## src/rtl/trace_stimulus_player.sv

```systemverilog
// trace_stimulus_player: replays a stored event trace as timed per-channel
// pulses, with stall back-pressure, loop replay and late-event accounting.
module trace_stimulus_player #(
    parameter int NUM_CH = 2,
    parameter int DATA_W = 64,
    parameter int DEPTH  = 16,
    parameter int TS_W   = 32,
    parameter int ADDR_W = $clog2(DEPTH)
) (
    input  logic                     clk,
    input  logic                     rst,
    input  logic                     en,
    input  logic                     wr_en,
    input  logic [ADDR_W-1:0]        wr_addr,
    input  logic [TS_W-1:0]          wr_delta,
    input  logic [NUM_CH-1:0]        wr_mask,
    input  logic [NUM_CH*DATA_W-1:0] wr_data,
    input  logic [ADDR_W:0]          num_events,
    input  logic                     loop_mode,
    input  logic                     start,
    input  logic                     stall,
    output logic [NUM_CH*DATA_W-1:0] input_data,
    output logic [NUM_CH-1:0]        new_input,
    output logic                     busy,
    output logic                     done,
    output logic [ADDR_W-1:0]        ev_idx,
    output logic [15:0]              late_cnt
);

    localparam int DW = NUM_CH * DATA_W;
    localparam logic [ADDR_W:0] DEPTH_N = (ADDR_W + 1)'(DEPTH);

    typedef enum logic [1:0] {
        S_IDLE,
        S_WAIT,
        S_FIRE,
        S_DONE
    } state_t;

    logic [TS_W-1:0]   mem_delta [DEPTH];
    logic [NUM_CH-1:0] mem_mask  [DEPTH];
    logic [DW-1:0]     mem_data  [DEPTH];

    state_t            state_q, state_d;
    logic [TS_W-1:0]   cnt_q, cnt_d;
    logic [ADDR_W-1:0] idx_q, idx_d;
    logic [ADDR_W:0]   num_q, num_d;
    logic              loop_q, loop_d;
    logic              last_q, last_d;
    logic [TS_W-1:0]   pend_delta_q, pend_delta_d;
    logic [NUM_CH-1:0] pend_mask_q, pend_mask_d;
    logic [DW-1:0]     pend_data_q, pend_data_d;
    logic [NUM_CH-1:0] nin_q, nin_d;
    logic [DW-1:0]     data_q, data_d;
    logic              busy_q, busy_d;
    logic              done_q, done_d;
    logic [15:0]       late_q, late_d;

    logic              idle_like;
    logic              wr_ok;
    logic              is_last;
    logic              due;
    logic [ADDR_W-1:0] nxt_idx;
    logic [ADDR_W-1:0] rd_addr;
    logic [TS_W-1:0]   cnt_inc;
    logic [TS_W-1:0]   rd_delta;
    logic [NUM_CH-1:0] rd_mask;
    logic [DW-1:0]     rd_data;
    logic [DW-1:0]     masked;
    logic [ADDR_W:0]   num_eff;

    assign idle_like = (state_q == S_IDLE) || (state_q == S_DONE);
    assign wr_ok     = en && wr_en && idle_like;

    always_ff @(posedge clk) begin
        if (wr_ok) begin
            mem_delta[wr_addr] <= wr_delta;
            mem_mask[wr_addr]  <= wr_mask;
            mem_data[wr_addr]  <= wr_data;
        end
    end

    assign is_last = ({1'b0, idx_q} == (num_q - (ADDR_W + 1)'(1)));
    assign nxt_idx = is_last ? '0 : idx_q + ADDR_W'(1);
    assign cnt_inc = cnt_q + TS_W'(1);
    // cnt_inc is never below 1, so a zero delta behaves as one
    assign due     = (cnt_inc >= pend_delta_q);
    assign num_eff = (num_events > DEPTH_N) ? DEPTH_N : num_events;

    // Pending-event prefetch; a write in the start cycle is forwarded
    assign rd_addr = idle_like ? '0 : nxt_idx;

    always_comb begin
        rd_delta = mem_delta[rd_addr];
        rd_mask  = mem_mask[rd_addr];
        rd_data  = mem_data[rd_addr];
        if (wr_ok && (wr_addr == rd_addr)) begin
            rd_delta = wr_delta;
            rd_mask  = wr_mask;
            rd_data  = wr_data;
        end
    end

    always_comb begin
        masked = '0;
        for (int i = 0; i < NUM_CH; i++) begin
            if (pend_mask_q[i]) begin
                masked[i*DATA_W +: DATA_W] = pend_data_q[i*DATA_W +: DATA_W];
            end
        end
    end

    always_comb begin
        state_d      = state_q;
        cnt_d        = cnt_q;
        idx_d        = idx_q;
        num_d        = num_q;
        loop_d       = loop_q;
        last_d       = last_q;
        pend_delta_d = pend_delta_q;
        pend_mask_d  = pend_mask_q;
        pend_data_d  = pend_data_q;
        nin_d        = '0;
        data_d       = '0;
        late_d       = late_q;

        unique case (state_q)
            S_IDLE, S_DONE: begin
                if (start) begin
                    if (num_eff == '0) begin
                        state_d = S_DONE;
                    end else begin
                        state_d      = S_WAIT;
                        cnt_d        = '0;
                        idx_d        = '0;
                        num_d        = num_eff;
                        loop_d       = loop_mode;
                        last_d       = 1'b0;
                        pend_delta_d = rd_delta;
                        pend_mask_d  = rd_mask;
                        pend_data_d  = rd_data;
                    end
                end
            end
            S_WAIT, S_FIRE: begin
                if ((state_q == S_FIRE) && last_q) begin
                    state_d = S_DONE;
                end else begin
                    // FIRE doubles as the first wait cycle of the next event
                    state_d = S_WAIT;
                    if (!due) begin
                        cnt_d = cnt_inc;
                    end else if (stall) begin
                        if (late_q != 16'hFFFF) begin
                            late_d = late_q + 16'd1;
                        end
                    end else begin
                        state_d      = S_FIRE;
                        cnt_d        = '0;
                        nin_d        = pend_mask_q;
                        data_d       = masked;
                        idx_d        = nxt_idx;
                        last_d       = is_last && !loop_q;
                        pend_delta_d = rd_delta;
                        pend_mask_d  = rd_mask;
                        pend_data_d  = rd_data;
                    end
                end
            end
            default: begin
                state_d = S_IDLE;
            end
        endcase

        busy_d = (state_d == S_WAIT) || (state_d == S_FIRE);
        done_d = (state_d == S_DONE);
    end

    always_ff @(posedge clk) begin
        if (rst) begin
            state_q      <= S_IDLE;
            cnt_q        <= '0;
            idx_q        <= '0;
            num_q        <= '0;
            loop_q       <= 1'b0;
            last_q       <= 1'b0;
            pend_delta_q <= '0;
            pend_mask_q  <= '0;
            pend_data_q  <= '0;
            nin_q        <= '0;
            data_q       <= '0;
            busy_q       <= 1'b0;
            done_q       <= 1'b0;
            late_q       <= '0;
        end else if (en) begin
            state_q      <= state_d;
            cnt_q        <= cnt_d;
            idx_q        <= idx_d;
            num_q        <= num_d;
            loop_q       <= loop_d;
            last_q       <= last_d;
            pend_delta_q <= pend_delta_d;
            pend_mask_q  <= pend_mask_d;
            pend_data_q  <= pend_data_d;
            nin_q        <= nin_d;
            data_q       <= data_d;
            busy_q       <= busy_d;
            done_q       <= done_d;
            late_q       <= late_d;
        end
    end

    assign new_input  = nin_q & {NUM_CH{en}};
    assign input_data = data_q;
    assign busy       = busy_q;
    assign done       = done_q;
    assign ev_idx     = idx_q;
    assign late_cnt   = late_q;

endmodule

```

## config.mk

```make
export PLATFORM = sky130hd
export DESIGN_NAME = trace_stimulus_player
export DESIGN_NICKNAME = d
export VERILOG_FILES = /design/src/rtl/trace_stimulus_player.sv
export SDC_FILE = /design/constraint.sdc
export NUM_CORES = 2
export LEC_CHECK = 0
export ABC_CLOCK_PERIOD_IN_PS = 13700
export BUFFER_PORTS_ARGS = -buffer_cell sky130_fd_sc_hd__buf_2
export CORE_ASPECT_RATIO = 1.25
export CORE_MARGIN = 3
export CORE_UTILIZATION = 40
export CTS_CLUSTER_SIZE = 24
export DETAILED_ROUTE_END_ITERATION = 16
export PLACE_DENSITY = 0.57
export SYNTH_ARGS = -nofsm -noshare
export SYNTH_HDL_FRONTEND = slang
export SYNTH_SLANG_ARGS = --single-unit
```

## constraint.sdc

```tcl
create_clock -name clk -period 13.7 [get_ports clk]
set_input_delay 1.37 -clock clk [delete_from_list [all_inputs] [get_ports clk]]
set_output_delay 1.37 -clock clk [all_outputs]
set_load 0.005 [all_outputs]
```

# Word level (Yosys, flattened, before mapping)
# Memory sizes are Yosys's and may differ from the RTL's.
# Cells that the tools add are included.
# word_totals
register_bits,355
wordCells,117
out_inout_bits,152
inputBits,178
n_memories,3
ramBits,2592
# memory_table
memory,words,width,rd,rd_clocked_by_memory_dff,write_ports,line_no,rtl
mem_data,16,128,1,0,1,42,logic [DW-1:0] mem_data [DEPTH];
mem_delta,16,32,1,0,1,40,logic [TS_W-1:0] mem_delta [DEPTH];
mem_mask,16,2,1,0,1,41,logic [NUM_CH-1:0] mem_mask [DEPTH];
# classes
n_lt_le_gt_ge,2
n_eq_ne,15
mux,60
bitwise_logic,3
n_addsub,4
n_reduce_logical,16
# ops
op,n
two-way mux 128 bit,10
two-way mux 32 bit,11
case mux 128 bit (2 select lines),1
two-way mux 64 bit,2
case mux 32 bit (2 select lines),2
adder 32 x 1 -> 32 bit (second input constant),1
>= comparator 32 bit,1
two-way mux 2 bit,15
two-way mux 4 bit,7
adder 16 x 1 -> 16 bit (second input constant),1
!= test 16 bit (second input constant),1
AND reduction 6 bit,2
!= test 2 bit (second input constant),5
== test 2 bit (second input constant),4
case mux 2 bit (2 select lines),2
case mux 4 bit (2 select lines),1
two-way mux 1 bit,7
== test 4 x 5 -> 1 bit,1
> comparator 5 bit (second input constant),1
logical AND 1 bit,5
zero test 5 bit,1
two-way mux 5 bit,1
AND reduction 5 bit,1
subtractor 5 x 1 -> 5 bit (second input constant),1
12 further kinds,16

# Logic depth before layout (Yosys ltp)
# depth
ltp_word,11
depth_mapped,21
ltp_nobuf,17

# Worst setup path before layout
# OpenSTA, ideal clock, no wires.
# synth_timing
path_kind,input port to flip-flop
from,in en
to,mem mem_data[3][0] (netlist bit) (enable)
cell_stages,4
setup_time_ps,884
arrival_ps,13018
n_path_buf,1
required_ps,12816
path_slack_ps,-202
cell_sequence,clkbuf_1 -> nand4_1 -> or2_2 -> nor3_1
# synth_via
elab_chain_len,4
# synth_lines
element,line_no,rtl
"start, declared",12,"input logic en,"
logical AND 1 bit (2 in series),73,assign wr_ok = en && wr_en && idle_like;
two-way mux 1 bit,76,if (wr_ok) begin
two-way mux 1 bit (implied by the code),79,mem_data[wr_addr] <= wr_data;
"end, declared",42,
# Every way passes these cells.

# Worst setup path in the final report
# layout_timing
from,reg cnt_q[6]
to,reg pend_data_q[87]
# layout_via
elab_chain_len,4
# layout_lines
element,line_no,rtl
"start, declared",45,"logic [TS_W-1:0] cnt_q, cnt_d;"
"start signal, assigned",197,cnt_q <= cnt_d;
adder 32 x 1 -> 32 bit,85,assign cnt_inc = cnt_q + TS_W'(1);
>= comparator 32 bit,87,assign due = (cnt_inc >= pend_delta_q);
!= test 2 bit (no line),-,
AND reduction 6 bit (no line),-,
"end signal, assigned",204,pend_data_q <= pend_data_d;
"end, declared",52,"logic [DW-1:0] pend_data_q, pend_data_d;"
# Every way passes these cells.
# A chain may end at the register's enable or synchronous reset.

==> insert_results.sql <==
INSERT INTO impl_metrics (metric_group, metric, value, unit) VALUES
('run_status', 'outcome', 'completed', ''),
('sta', 'setup-tns-final', '0', 'ns'),
('clock_network', 'root_buffer_cell', 'sky130_fd_sc_hd__clkbuf_16', ''),
('worst_setup_path', 'worst_path_max_delay_cell', 'sky130_fd_sc_hd__nor4_1', ''),
('yosys', 'synthCells', '7904', ''),
('yosys', 'edff_count_synth', '2592', ''),
('sta', 'tightestPinTransition', '1.17', 'ns'),
('clock_network', 'clkTransAtPathRegs', '0.06', 'ns'),
('place', 'portBuffers', '329', ''),
('clock_network', 'cts_resizes', '0', ''),
('clock_network', 'clock_h_tree_levels', '5', ''),
('place', 'postPlaceCellArea', '121000', 'um2'),
('flow_run', 'drv_cap', '0', ''),
('clock_network', 'numClockSinks', '2947', ''),
('yosys', 'part_of_the_yosys_area_used_for_sequential_elements', '73.1', '%'),
('drt', 'drtPass1Iterations', '8', ''),
('worst_setup_path', 'timing.critical_path.to_type', 'flop', ''),
('yosys', 'ys_seq_elements', '2947', ''),
('worst_setup_path', 'worst_path_largest_cell_delay', '0.70', 'ns'),
('sta', 'min_period_over_period', '44.0', '%'),
('min_path', 'worst_hold_path_type', 'flop to flop', ''),
('clock_network', 'cts_tree', 'done', ''),
('sta', 'fin_skew', '0.0679', 'ns'),
('yosys', 'synth_top_area_share', '67.0', '%'),
('global_route', 'global_route_wire_length_before_repair', '542000', 'um'),
('yosys', 'syn_avg_cell_area', '14.7', 'um2'),
('power', 'peakVddDrop', '0.0000839', 'V'),
('worst_setup_path', 'critical_path.cell_chain', 'nand4_1, or2_2, nor4_1, and2_1, and3_1, xor2_1, ha_1, nand4_1, nor4_1, o21ai_0, and3_1, nor3_4, buf_4, buf_4, a32o_1', ''),
('worst_setup_path', 'critPathLaunchType', 'flop', ''),
('yosys', 'yosysWarningCount', '0', ''),
('drt', 'route.antenna.remaining_nets', '0', ''),
('clock_network', 'cts_inserted_buffers', '295', ''),
('final_layout', 'syn_to_final_growth', '12.8', '%'),
('yosys', 'synth_async_sr_flop_share', '0', '%'),
('drt', 'drt_wl_total', '376000', 'um'),
('yosys', 'yosysMostFrequentCell', 'sky130_fd_sc_hd__edfxtp_1', ''),
('final_layout', 'drive_above_1_share', '13.8', '%'),
('drt', 'drt_drc_violations_left', '0', ''),
('sta', 'report.final.slew_viol_count', '0', ''),
('yosys', 'syn-cell-area', '116000', 'um2'),
('sta', 'setup_viol', '0', ''),
('clock_network', 'max-clock-path-buffers', '4', ''),
('global_route', 'grt_antenna_before_repair', '77', ''),
('global_route', 'grt_pass1_vias', '76200', ''),
('place', 'globalplace.congestion', '0.795', ''),
('drt', 'average_via_count_per_standard_cell', '6.37', ''),
('clock_network', 'post_cts_hold_buffer_count', '0', ''),
('floorplanning', 'die_height', '609', 'um'),
('sta', 'hold_slack_final', '0.465', 'ns'),
('yosys', 'post_synth_num_cell_types', '70', ''),
('floorplanning', 'die_area', '297000', 'um2'),
('sta', 'finalHoldViolCount', '0', ''),
('yosys', 'yosysTopAreaCell', 'sky130_fd_sc_hd__edfxtp_1', ''),
('floorplanning', 'fp.dieW', '488', 'um'),
('sta', 'maxClockFrequency', '166', 'MHz'),
('floorplanning', 'placement_rows', '220', ''),
('place', 'hpwlAfterDp', '181000', 'um'),
('sta', 'unrepaired_setup_endpoints_after_global_routing', 'no', ''),
('global_route', 'grt_use_total', '24.6', '%'),
('floorplanning', 'io_pins', '330', ''),
('worst_setup_path', 'crit_path_buf_inv_count', '2', ''),
('worst_setup_path', 'required', '14.51', 'ns'),
('drt', 'post_drt_wl_per_cell', '31.3', 'um'),
('sta', 'post-route-min-period', '6.03', 'ns'),
('yosys', 'syn_nets', '8120', ''),
('power', 'powerDensity', '152', 'nW/um2'),
('drt', 'routed-via-count', '76500', ''),
('yosys', 'synth_top_cells_by_area', 'sky130_fd_sc_hd__edfxtp_1, sky130_fd_sc_hd__dfxtp_1, sky130_fd_sc_hd__nand4_1, sky130_fd_sc_hd__nand2_1, sky130_fd_sc_hd__clkbuf_1', ''),
('worst_setup_path', 'crit_path_max_fanout', '42', ''),
('global_route', 'grt.overflow.total', '0', ''),
('worst_setup_path', 'worst-setup-path-type', 'flop to flop', '');
[where the power goes]
part / internal, mW / switching (mW) / total (mW) / leakage (nW)
sequential: 9.89 / 0.0994 / 9.99 / 26.2
combinational: 0.459 / 1.42 / 1.88 / 8.87
clock: 4.67 / 3.43 / 8.11 / 4.70
total: 15.0 / 4.95 / 20.0 / 39.8
[registers in the layout, summed over array words and instances (netlist names), 2 cells and up]
register	flops
cnt_q	32
input_data	128
nin_q	2
late_cnt	16
state_q	2
mem_mask	32
pend_data_q	128
num_q	5
ev_idx	4
mem_delta	512
pend_mask_q	2
pend_delta_q	32
mem_data	2048
[worst paths after layout]
path	start	endpoint	slack, ns	depth (start not counted)
max	cnt_q[6]$_SDFFE_PP0P_	pend_data_q[87]$_SDFFE_PP0P_	7.67	15
min	pend_data_q[0]$_SDFFE_PP0P_	input_data[0]$_SDFFE_PP0P_	0.47	1
min reg2reg	pend_data_q[0]$_SDFFE_PP0P_	input_data[0]$_SDFFE_PP0P_	0.47	1
max reg2reg	cnt_q[6]$_SDFFE_PP0P_	pend_data_q[87]$_SDFFE_PP0P_	7.67	15
[cells by family (layout without fill, tap and decap cells)]
| kind of cell | count (synthesis) | after routing | synth area share (%) |
|---|---|---|---|
| flops | 2947 | 2947 | 73.1 |
| simple gates | 2344 | 2344 | 10.2 |
| other cells | 0 | 38 | 0 |
| mux | 334 | 334 | 3.07 |
| xor+xnor | 36 | 36 | 0.271 |
| buf+inv | 777 | 1068 | 2.69 |
| compound gates | 1428 | 1428 | 10.3 |
| fa+ha+maj | 38 | 38 | 0.409 |
[area by class of cell]
| class | instances | area, um2 |
|---|---|---|
| Fill cell | 25000 | 157000 |
| Sequential cell | 2947 | 84900 |
| Multi-Input combinational cell | 4180 | 28400 |
| Clock buffer | 397 | 8200 |
| Tap cell | 3774 | 4720 |
| Timing Repair Buffer | 481 | 3130 |
| Clock inverter | 139 | 1370 |
| Inverter | 51 | 206 |
| Antenna cell | 38 | 95.1 |
[cells in the final DEF, fill, tap and decap left out, types with 18 or more instances in the layout]
cell / n
sky130_fd_sc_hd__edfxtp_1: 2592
sky130_fd_sc_hd__nand2_1: 676
sky130_fd_sc_hd__nand4_1: 659
sky130_fd_sc_hd__nand3_1: 361
sky130_fd_sc_hd__dfxtp_1: 354
sky130_fd_sc_hd__buf_2: 329
sky130_fd_sc_hd__clkbuf_16: 306
sky130_fd_sc_hd__nor2_1: 201
sky130_fd_sc_hd__o21ai_0: 194
sky130_fd_sc_hd__and3_1: 174
sky130_fd_sc_hd__mux2_2: 169
sky130_fd_sc_hd__nor3_1: 167
sky130_fd_sc_hd__a221oi_1: 165
sky130_fd_sc_hd__mux2i_1: 164
sky130_fd_sc_hd__o41ai_1: 162
sky130_fd_sc_hd__a41oi_1: 162
sky130_fd_sc_hd__a32o_1: 162
sky130_fd_sc_hd__a211o_1: 159
sky130_fd_sc_hd__a222oi_1: 159
sky130_fd_sc_hd__a22o_1: 128
sky130_fd_sc_hd__buf_4: 125
sky130_fd_sc_hd__clkbuf_1: 70
sky130_fd_sc_hd__a21oi_1: 51
sky130_fd_sc_hd__inv_1: 49
sky130_fd_sc_hd__clkinv_2: 46
sky130_fd_sc_hd__clkinv_1: 45
sky130_fd_sc_hd__diode_2: 38
sky130_fd_sc_hd__ha_1: 36
sky130_fd_sc_hd__buf_12: 27
sky130_fd_sc_hd__bufinv_16: 24
sky130_fd_sc_hd__clkbuf_8: 20
sky130_fd_sc_hd__xnor2_1: 18
[layer usage]
metal	part of all wire (%)	track usage (%)	vias to the layer above	wire length, um
li1	-	-	32300	-
met5	0.059	0	-	220
met3	8.2	4.14	818	30800
met4	4.4	10.7	34	16500
met1	38	31.0	39700	143000
met2	49	41.7	3714	186000
[through the flow]
step	total power [mW]	setup WS, ns	utilization [%]	cells
after floorplan	11.2	0.132	-	7904
after global placement	12.0	7.87	42.1	11400
after detailed placement	12.0	7.81	42.1	11400
after CTS	20.1	7.76	45.5	12000
after global routing	20.6	7.21	45.5	12000
final	20.0	7.67	45.5	12000
Power figures use the tool's default switching activity.
